==> src/rtl/de_coder_init_seq_if.sv <==
// Handshake between the power-up sequencer and the decoder I2C config block.
// The sequencer drives sub-address, data and a write pulse; the config block reports ready and NACK.
interface de_coder_init_seq_if;
    logic [7:0] SuBAddrL;
    logic [7:0] Data;
    logic       write;
    logic       ready;
    logic       errory;

    modport master (
        output SuBAddrL,
        output Data,
        output write,
        input  ready,
        input  errory
    );

    modport slave (
        input  SuBAddrL,
        input  Data,
        input  write,
        output ready,
        output errory
    );
endinterface

==> src/rtl/de_coder_init_seq.sv <==
// Power-up sequencer for the video decoder: walks a {sub-address, data} table and issues
// each pair as one config-block write, with per-entry retry, busy timeout and settle gap.
module de_coder_init_seq #(
    parameter int NUM_REGS  = 38,
    parameter int AW        = 6,
    parameter int MAX_RETRY = 3,
    parameter int GAP_CYC   = 16,
    parameter int BUSY_TO   = 64
) (
    input  logic                        clk,
    input  logic                        reset,
    input  logic                        start,
    output logic [AW-1:0]               tbl_addr,
    input  logic [15:0]                 tbl_entry,
    de_coder_init_seq_if.master         cfg,
    output logic                        busy,
    output logic                        done,
    output logic                        fail,
    output logic [AW-1:0]               fail_idx,
    output logic [7:0]                  retry_cnt
);
    localparam int ATT_W = $clog2(MAX_RETRY + 2);
    localparam int TO_W  = $clog2(BUSY_TO + 1);
    localparam int GAP_W = $clog2(GAP_CYC + 1);

    localparam logic [AW-1:0]    LAST_IDX = AW'(NUM_REGS - 1);
    localparam logic [ATT_W-1:0] ATT_LIM  = ATT_W'(MAX_RETRY);
    localparam logic [TO_W-1:0]  TO_LAST  = TO_W'(BUSY_TO - 1);
    localparam logic [GAP_W-1:0] GAP_LAST = GAP_W'(GAP_CYC - 1);

    typedef enum logic [2:0] {
        S_IDLE,
        S_FETCH,
        S_ISSUE,
        S_WAIT_BUSY,
        S_WAIT_DONE,
        S_GAP,
        S_DONE,
        S_FAIL
    } state_t;

    state_t            r_state,      w_state_next;
    logic [AW-1:0]     r_tbl_addr,   w_tbl_addr_next;
    logic [7:0]        r_sub,        w_sub_next;
    logic [7:0]        r_data,       w_data_next;
    logic              r_write,      w_write_next;
    logic              r_busy,       w_busy_next;
    logic              r_done,       w_done_next;
    logic              r_fail,       w_fail_next;
    logic [AW-1:0]     r_fail_idx,   w_fail_idx_next;
    logic [7:0]        r_retry_cnt,  w_retry_cnt_next;
    logic [ATT_W-1:0]  r_attempt,    w_attempt_next;
    logic [TO_W-1:0]   r_to_cnt,     w_to_cnt_next;
    logic [GAP_W-1:0]  r_gap_cnt,    w_gap_cnt_next;
    logic              r_retry_pend, w_retry_pend_next;
    logic              w_attempt_fail;

    // A busy timeout and a NACK are the same outcome: one failed attempt.
    assign w_attempt_fail = ((r_state == S_WAIT_BUSY) && cfg.ready && (r_to_cnt == TO_LAST)) ||
                            ((r_state == S_WAIT_DONE) && cfg.ready && cfg.errory);

    always_comb begin
        w_state_next      = r_state;
        w_tbl_addr_next   = r_tbl_addr;
        w_sub_next        = r_sub;
        w_data_next       = r_data;
        w_write_next      = 1'b0;
        w_busy_next       = r_busy;
        w_done_next       = r_done;
        w_fail_next       = r_fail;
        w_fail_idx_next   = r_fail_idx;
        w_retry_cnt_next  = r_retry_cnt;
        w_attempt_next    = r_attempt;
        w_to_cnt_next     = r_to_cnt;
        w_gap_cnt_next    = r_gap_cnt;
        w_retry_pend_next = r_retry_pend;

        case (r_state)
            S_IDLE, S_DONE, S_FAIL: begin
                if (start) begin
                    w_state_next     = S_FETCH;
                    w_tbl_addr_next  = '0;
                    w_retry_cnt_next = '0;
                    w_done_next      = 1'b0;
                    w_fail_next      = 1'b0;
                    w_busy_next      = 1'b1;
                end
            end
            S_FETCH: begin
                w_sub_next     = tbl_entry[15:8];
                w_data_next    = tbl_entry[7:0];
                w_attempt_next = '0;
                w_state_next   = S_ISSUE;
            end
            S_ISSUE: begin
                if (cfg.ready) begin
                    w_write_next   = 1'b1;
                    w_to_cnt_next  = '0;
                    w_attempt_next = r_attempt + 1'b1;
                    w_state_next   = S_WAIT_BUSY;
                end
            end
            S_WAIT_BUSY: begin
                if (!cfg.ready) begin
                    w_state_next = S_WAIT_DONE;
                end else if (r_to_cnt != TO_LAST) begin
                    w_to_cnt_next = r_to_cnt + 1'b1;
                end
            end
            S_WAIT_DONE: begin
                if (cfg.ready && !cfg.errory) begin
                    w_retry_pend_next = 1'b0;
                    w_gap_cnt_next    = '0;
                    w_state_next      = S_GAP;
                end
            end
            S_GAP: begin
                if (r_gap_cnt == GAP_LAST) begin
                    if (r_retry_pend) begin
                        w_state_next = S_ISSUE;
                    end else if (r_tbl_addr == LAST_IDX) begin
                        w_state_next = S_DONE;
                        w_busy_next  = 1'b0;
                        w_done_next  = 1'b1;
                    end else begin
                        w_tbl_addr_next = r_tbl_addr + 1'b1;
                        w_state_next    = S_FETCH;
                    end
                end else begin
                    w_gap_cnt_next = r_gap_cnt + 1'b1;
                end
            end
            default: w_state_next = S_IDLE;
        endcase

        // Attempt counter counts issued writes, so attempts 1..MAX_RETRY may still retry.
        if (w_attempt_fail) begin
            if (r_attempt <= ATT_LIM) begin
                w_retry_cnt_next  = (r_retry_cnt == 8'hFF) ? r_retry_cnt : r_retry_cnt + 8'd1;
                w_retry_pend_next = 1'b1;
                w_gap_cnt_next    = '0;
                w_state_next      = S_GAP;
            end else begin
                w_state_next    = S_FAIL;
                w_busy_next     = 1'b0;
                w_fail_next     = 1'b1;
                w_fail_idx_next = r_tbl_addr;
            end
        end
    end

    always_ff @(posedge clk) begin
        if (reset) begin
            r_state      <= S_IDLE;
            r_tbl_addr   <= '0;
            r_sub        <= '0;
            r_data       <= '0;
            r_write      <= 1'b0;
            r_busy       <= 1'b0;
            r_done       <= 1'b0;
            r_fail       <= 1'b0;
            r_fail_idx   <= '0;
            r_retry_cnt  <= '0;
            r_attempt    <= '0;
            r_to_cnt     <= '0;
            r_gap_cnt    <= '0;
            r_retry_pend <= 1'b0;
        end else begin
            r_state      <= w_state_next;
            r_tbl_addr   <= w_tbl_addr_next;
            r_sub        <= w_sub_next;
            r_data       <= w_data_next;
            r_write      <= w_write_next;
            r_busy       <= w_busy_next;
            r_done       <= w_done_next;
            r_fail       <= w_fail_next;
            r_fail_idx   <= w_fail_idx_next;
            r_retry_cnt  <= w_retry_cnt_next;
            r_attempt    <= w_attempt_next;
            r_to_cnt     <= w_to_cnt_next;
            r_gap_cnt    <= w_gap_cnt_next;
            r_retry_pend <= w_retry_pend_next;
        end
    end

    assign tbl_addr     = r_tbl_addr;
    assign cfg.SuBAddrL = r_sub;
    assign cfg.Data     = r_data;
    assign cfg.write    = r_write;
    assign busy         = r_busy;
    assign done         = r_done;
    assign fail         = r_fail;
    assign fail_idx     = r_fail_idx;
    assign retry_cnt    = r_retry_cnt;
endmodule

==> src/flat_wrapper.sv <==
// flat-port wrapper written by rule: the top's interface ports become plain ports
module de_coder_init_seq_flat 
#(
    parameter int NUM_REGS  = 38,
    parameter int AW        = 6,
    parameter int MAX_RETRY = 3,
    parameter int GAP_CYC   = 16,
    parameter int BUSY_TO   = 64
)
  (clk, reset, start, tbl_addr, tbl_entry, busy, done, fail, fail_idx, retry_cnt, cfg_SuBAddrL, cfg_Data, cfg_write, cfg_ready, cfg_errory);
  de_coder_init_seq_if cfg_i ();
  input  logic clk;
  input  logic reset;
  input  logic start;
  output logic [AW-1:0] tbl_addr;
  input  logic [15:0] tbl_entry;
  output logic busy;
  output logic done;
  output logic fail;
  output logic [AW-1:0] fail_idx;
  output logic [7:0] retry_cnt;
  output wire logic [$bits(cfg_i.SuBAddrL)-1:0] cfg_SuBAddrL;
  output wire logic [$bits(cfg_i.Data)-1:0] cfg_Data;
  output wire logic [$bits(cfg_i.write)-1:0] cfg_write;
  input wire logic [$bits(cfg_i.ready)-1:0] cfg_ready;
  input wire logic [$bits(cfg_i.errory)-1:0] cfg_errory;
  assign cfg_SuBAddrL = cfg_i.SuBAddrL;
  assign cfg_Data = cfg_i.Data;
  assign cfg_write = cfg_i.write;
  assign cfg_i.ready = cfg_ready;
  assign cfg_i.errory = cfg_errory;
  de_coder_init_seq #(.NUM_REGS(NUM_REGS), .AW(AW), .MAX_RETRY(MAX_RETRY), .GAP_CYC(GAP_CYC), .BUSY_TO(BUSY_TO)) u_core (.clk(clk), .reset(reset), .start(start), .tbl_addr(tbl_addr), .tbl_entry(tbl_entry), .cfg(cfg_i), .busy(busy), .done(done), .fail(fail), .fail_idx(fail_idx), .retry_cnt(retry_cnt));
endmodule
==> config.mk <==
export PLATFORM = sky130hd
export DESIGN_NAME = de_coder_init_seq_flat
export DESIGN_NICKNAME = d
export VERILOG_FILES = /design/src/rtl/de_coder_init_seq_if.sv /design/src/rtl/de_coder_init_seq.sv /design/src/flat_wrapper.sv
export SDC_FILE = /design/constraint.sdc
export NUM_CORES = 1
export LEC_CHECK = 0
export CORE_ASPECT_RATIO = 0.75
export CORE_MARGIN = 2
export CORE_UTILIZATION = 35
export DETAILED_ROUTE_END_ITERATION = 8
export DONT_BUFFER_PORTS = 1
export PLACE_DENSITY = 0.57
export SYNTH_ARGS = -nofsm -noshare
export SYNTH_HDL_FRONTEND = slang
export SYNTH_SLANG_ARGS = --single-unit
export TNS_END_PERCENT = 10
==> constraint.sdc <==
create_clock -name clk -period 2.4 [get_ports clk]
set_input_delay 0.36 -clock clk [delete_from_list [all_inputs] [get_ports clk]]
set_output_delay 0.36 -clock clk [all_outputs]
set_load 0.02 [all_outputs]
==> results of run 1 <==
-- state kept, by name, indices dropped and copies added (netlist names) --
name and cells:
u_core.retry_cnt 8, u_core.cfg.write 1, u_core.cfg.SuBAddrL 8, u_core.r_attempt 3, u_core.r_state 3, u_core.fail 1
u_core.done 1, u_core.fail_idx 6, u_core.tbl_addr 6, u_core.r_gap_cnt 5, u_core.r_to_cnt 7, u_core.cfg.Data 8
u_core.r_retry_pend 1, u_core.busy 1
-- power groups by stage --
stage | clock network [mW] | registers (mW) | logic [mW]
after floorplan | 0 | 1.30 | 0.566
after global placement | 0 | 1.37 | 0.606
after detailed placement | 0 | 1.38 | 0.615
after CTS | 1.15 | 1.36 | 0.617
after global routing | 1.20 | 1.38 | 0.703
final | 1.10 | 1.36 | 0.614
-- through the flow --
step	instances	hold WS [ns]	utilization (%)	cell area, sq um
after CTS	443	0.06214	40.18	3153
after floorplan	333	0.4176	-	2814
final	443	0.08438	40.18	3153
after global routing	443	0.04983	40.18	3153
after global placement	427	0.4314	37.10	2912
after detailed placement	427	0.4380	37.10	2912
-- worst reg2reg max path: cells and delay by family, from the launching register on --
kind             cells  cell delay (ns)
AND/OR/NAND/NOR      2             0.65
flip-flops           1             0.63
AO/OA/AOI/OAI        3             0.71
-- placed cells by master, fill, tap and decap left out, types with 3 or more instances in the layout --
| cell type | n |
|---|---|
| bufinv_16 | 3 |
| nor3_1 | 8 |
| dfxtp_1 | 59 |
| nor2_1 | 35 |
| buf_4 | 7 |
| inv_1 | 9 |
| or2_2 | 3 |
| o32ai_1 | 3 |
| nand4_1 | 6 |
| o211ai_1 | 3 |
| a21oi_1 | 34 |
| and3_1 | 4 |
| clkbuf_8 | 10 |
| nor2b_1 | 5 |
| ha_1 | 7 |
| o21ai_0 | 11 |
| and2_1 | 3 |
| nand2_1 | 48 |
| xor2_1 | 9 |
| nand3_1 | 10 |
| nand2b_1 | 5 |
| mux2i_1 | 9 |
| or3_1 | 4 |
-- cell type report --
| type | count | area [sq um] | area share [%] |
|---|---|---|---|
| clock buffer | 11 | 141.4 | 4.484 |
| inverter | 9 | 33.78 | 1.071 |
| multi-input combinational | 247 | 1513 | 47.98 |
| timing repair buffer | 7 | 52.55 | 1.667 |
| clock inverter | 5 | 100.1 | 3.175 |
| sequential | 59 | 1181 | 37.46 |
| tap | 105 | 131.4 | 4.167 |
-- worst max-delay path by stage --
stage,end,slack [ns],cells after the start
after CTS,u_core.r_state[1]$_SDFFE_PP0P_,0.33,5
after global placement,u_core.tbl_addr[4]$_SDFFE_PP0P_,0.38,6
after detailed placement,u_core.r_state[1]$_SDFFE_PP0P_,0.34,5
after floorplan,u_core.tbl_addr[4]$_SDFFE_PP0P_,0.37,7
after global routing,u_core.retry_cnt[3]$_SDFFE_PP0P_,0.12,5
final,u_core.r_state[1]$_SDFFE_PP0P_,0.32,5
-- cell families after synthesis --
kind of cell / synth area share, %
AND/OR/NAND/NOR: 25.75
AO/OA/AOI/OAI: 18.59
adder cells (fa/ha/maj): 3.112
flip-flops: 41.97
multiplexers: 3.202
buffers and inverters: 4.268
XOR/XNOR: 3.113
-- layer usage --
layer / GRT usage [%] / share of wire [%] / up-vias
met2: 23.65 / 45 / 56
met1: 19.82 / 49 / 1090
met3: 5.476 / 5.4 / 4
li1: - / - / 1171
met5: 0 / 0 / -
met4: 6.154 / 0.87 / 0
==> out/summary.txt, run 1 <==
Status -> finished clean
TritonCTS buffer count -> 9
Critical path's top delay family -> compound AO/OA/AOI/OAI gates
Num Clock Sinks -> 59
Setup CP Type -> reg2reg
Cts repair resizes -> 0
Gr usage total -> 15.40%
Setup violators final -> 0
NetSw -> 1.010 mW
FF-to-FF path depth -> 5
Fmax -> 480.6 MHz
Slowest cell delay on critical path -> 0.63 ns
RSZ-0062 raised after global routing -> no
Final slew viol count -> 0
Detailed-route via count -> 2321
Crit path DAT -> 2.33 ns
Tightest Pin Transition -> 0.5622 ns
Peak supply drop -> 0.4479 mV
DR pass1 iterations -> 4
# DRC -> 0
Syn avg cell area -> 8.450 sq um
Crit start category -> flop
Die width -> 107.5 microns
Synth area leader -> dfxtp_1
Post-synth cell types -> 56
Largest net degree at the start of global routing -> 47
I/O Buffers -> 0
H-Tree Depth -> 3
Synth Cell Area -> 2814 sq um
Post-synth top area share -> 41.97%
Min-delay worst type -> in2reg
Hold Vio Cnt, Final -> 0
Post-route ant nets -> 0
Clock transition at path regs -> 0.07 ns
Synth cell count leaders -> dfxtp_1, nand2_1, nor2_1
Tot Pwr -> 3.073 mW
Core region area -> 7848 sq um
Synth Flop Type -> dfxtp_1
First-pass GRT wire length -> 10470 microns
Yosys reg bits -> 59
Crit path capture type -> flop
Overflow after GRT -> 0
Clk_skew -> 0.01035 ns
CTS Hold Bufs -> 0
Post-CTS Setup Bufs -> 0
Drt via density -> 5.239
Post-synth ARST share -> 0%
Final WL -> 6442 microns
Global placement routability congestion -> 0.7922
Most common cell in the synthesized netlist -> dfxtp_1
Post-Route Setup TNS -> 0 ns
TritonCTS clock tree -> built
Antenna diode count -> 0
Num ports -> 61
Die H -> 81.65 microns
Tmin final -> 2.081 ns
Max Root-Sink Buffers -> 2
Initial antenna violation count -> 0
Req. time, crit path -> 2.65 ns
Syn Nets -> 361
Fillcell total -> 816
Final WS setup -> 0.3192 ns
Area grow syn2layout -> 12.05%
Max_cap viols -> 0
CP max stage cell -> dfxtp_1
Vias in the first global route -> 2129
Layout cell share with drive strength beyond 1 -> 11.54%
Pwr dens -> 974.7 nW/um^2
Pre-CTS WS -> 0.3435 ns
Rows -> 28
Crit share post-route -> 86.70%
Logic pwr share -> 20.0%
Cells after synthesis -> 333
Hold Path Cell Cnt -> 1
Critical Path, Cell by Cell -> nand3b_1 -> or3_4 -> a21oi_4 -> a21oi_1 -> a221oi_1
Rel. slew slack -> 62.47%
Post-synth EDFFs -> 0
NumNets Final -> 361
Reg2reg setup slack -> 0.32 ns
Sequential share of the synthesized area -> 41.97%
Worst path bufs/invs -> 0
DR WL/cell -> 14.54 microns
Initial Util -> 35.86%
Clock power frac -> 35.9%
Clk root buf -> clkbuf_8
Min-Delay Endpoint -> u_core.cfg.SuBAddrL[3]$_SDFFE_PP0P_
Hold_sp -> reset
Power Internal -> 2.063 mW
Clk Latency, worst-skew pair -> 0.34 ns
YS warnings -> 0
CP Launch Point -> u_core.r_state[0]$_SDFFE_PP0P_
Top cells by area, synth -> dfxtp_1, nand2_1, a21oi_1, nor2_1, mux2i_1
RR Endpoint -> u_core.r_state[1]$_SDFFE_PP0P_
Switching Fraction -> 32.87%
Die ar. -> 8780 sq um
HPWL after DPL -> 4429 microns
CP Max Fanout -> 15
Initial drt markers -> 129
Pleak -> 1.076 nW
RR Startpoint -> u_core.r_state[0]$_SDFFE_PP0P_
Sequential Power Share -> 44.1%
(Power assumes the default switching activity.)
==> run 2, diff against run 1 <==
SKIP_CTS_REPAIR_TIMING = 1   (was default)
SKIP_LAST_GASP = 1   (was default)
==> results of run 2 <==
Same layout as run 1: the final DEF is identical, and so are final timing and power.
==> RTL edit, RTL diff (config.mk and constraints of run 2) <==
The 8 states of `state_t` get a Gray code encoding in 3 bits.
--- a/src/rtl/de_coder_init_seq.sv
+++ b/src/rtl/de_coder_init_seq.sv
@@ -30,12 +30,12 @@
 
     typedef enum logic [2:0] {
-        S_IDLE,
-        S_FETCH,
-        S_ISSUE,
-        S_WAIT_BUSY,
-        S_WAIT_DONE,
-        S_GAP,
-        S_DONE,
-        S_FAIL
+        S_IDLE      = 3'b000,
+        S_FETCH     = 3'b001,
+        S_ISSUE     = 3'b011,
+        S_WAIT_BUSY = 3'b010,
+        S_WAIT_DONE = 3'b110,
+        S_GAP       = 3'b111,
+        S_DONE      = 3'b101,
+        S_FAIL      = 3'b100
     } state_t;
 
Check against the original RTL: no difference found for any inputs over 10 cycles, from zero or initial values and one cycle with reset high; not proved beyond that.
==> RTL edit against run 2 <==
Final area grew 9.7%. Total power grew 9.2%. Largest cell class unchanged. Hold slack gained 0.027 ns. Routed wire length grew 21%. Area after synthesis grew 6.2%. Sequential cell count is the same. Clock power grew 24%. Worst setup slack gained 0.083 ns.
==> RTL edit: results (changes against run 2) <==
[final_layout]
bufAreaShareNonClock=0.0304  ; was 0.0167
multi_input_area_um2=1680  ; was 1510 µm²
inv_count=11  ; was 9
drive_above_1_share=0.101  ; was 0.115
nClkBuffers=10  ; was 11
n_all_buffers=14  ; was 7
fillers=846  ; was 816
design_area_um2=3460  ; was 3150 µm²
final_nets=400  ; was 361
num-multi-input-gates=277  ; was 247

[status]
outcome=completed  ; unchanged

[floorplanning]
nWellTaps=108  ; was 105

[pwr]
powerDensity_nw_per_um2=970  ; was 975 nW/µm²
leakage_nw=1.23  ; was 1.08 nW
clk-power_mw=1.36  ; was 1.10 mW

[synth]
syn_nets=393  ; was 361
yosys-top-cells-count=dfxtp_1, nand2_1, a21oi_1  ; was dfxtp_1, nand2_1, nor2_1
synth.area.top_cells=dfxtp_1, nand2_1, a21oi_1  ; unchanged
syn_area_per_cell_um2=8.19  ; was 8.45 µm²

[route]
routed-wl-met2_um=3260  ; was 2910 µm
met3_length_um=575  ; was 349 µm
drt_iter0_drc=313  ; was 129
routed_via_density=5.63  ; was 5.24

[worst_hold_path]
worstHoldEndpoint=u_core.r_to_cnt[1]$_SDFFE_PP0P_  ; was u_core.cfg.SuBAddrL[3]$_SDFFE_PP0P_

[grt]
grt_max_degree=51  ; was 47

[place]
dp_cells=469  ; was 427
place_area_um2=3140  ; was 2910 µm²
pre_cts_ws_ns=0.434  ; was 0.343 ns
dpl.hpwl_um=5460  ; was 4430 µm

[setup_path]
cp_top_family=simple AND/OR/NAND/NOR gates  ; was compound AO/OA/AOI/OAI gates
reg2regPathDepth=4  ; was 5
cp_data_arrival_time_ns=2.24  ; was 2.33 ns
max_stage_delay_ns=0.66  ; was 0.63 ns

[clock_network]
clkTransAtPathRegs_ns=0.05  ; was 0.07 ns
cts-root-buf=clkbuf_16  ; was clkbuf_8

[sta]
relSlewSlack=0.442  ; was 0.625
holdWs_ns=0.112  ; was 0.0844 ns

## RTL edit: changes by cell type after synthesis, moves of 4 or more
| cell | before | now |
|---|---|---|
| nand3_1 | 10 | 21 |
| a211oi_1 | 1 | 7 |
| a21o_1 | 0 | 4 |
| a311oi_1 | 0 | 4 |
| o211ai_1 | 3 | 8 |
| buf_2 | 3 | 7 |
| o21ai_0 | 11 | 17 |
| nor2_1 | 35 | 17 |
| nand2_1 | 48 | 56 |
| clkbuf_1 | 13 | 9 |
| a31oi_1 | 2 | 10 |
| xor2_1 | 9 | 0 |
## RTL edit: cell families after synthesis
| group | after synthesis | share of synthesized area |
|---|---|---|
| AO/OA/AOI/OAI | 107 | 0.231 |
| adder cells (fa/ha/maj) | 7 | 0.0293 |
| buffers and inverters | 29 | 0.0431 |
| flip-flops | 59 | 0.395 |
| multiplexers | 9 | 0.0301 |
| AND/OR/NAND/NOR | 154 | 0.272 |
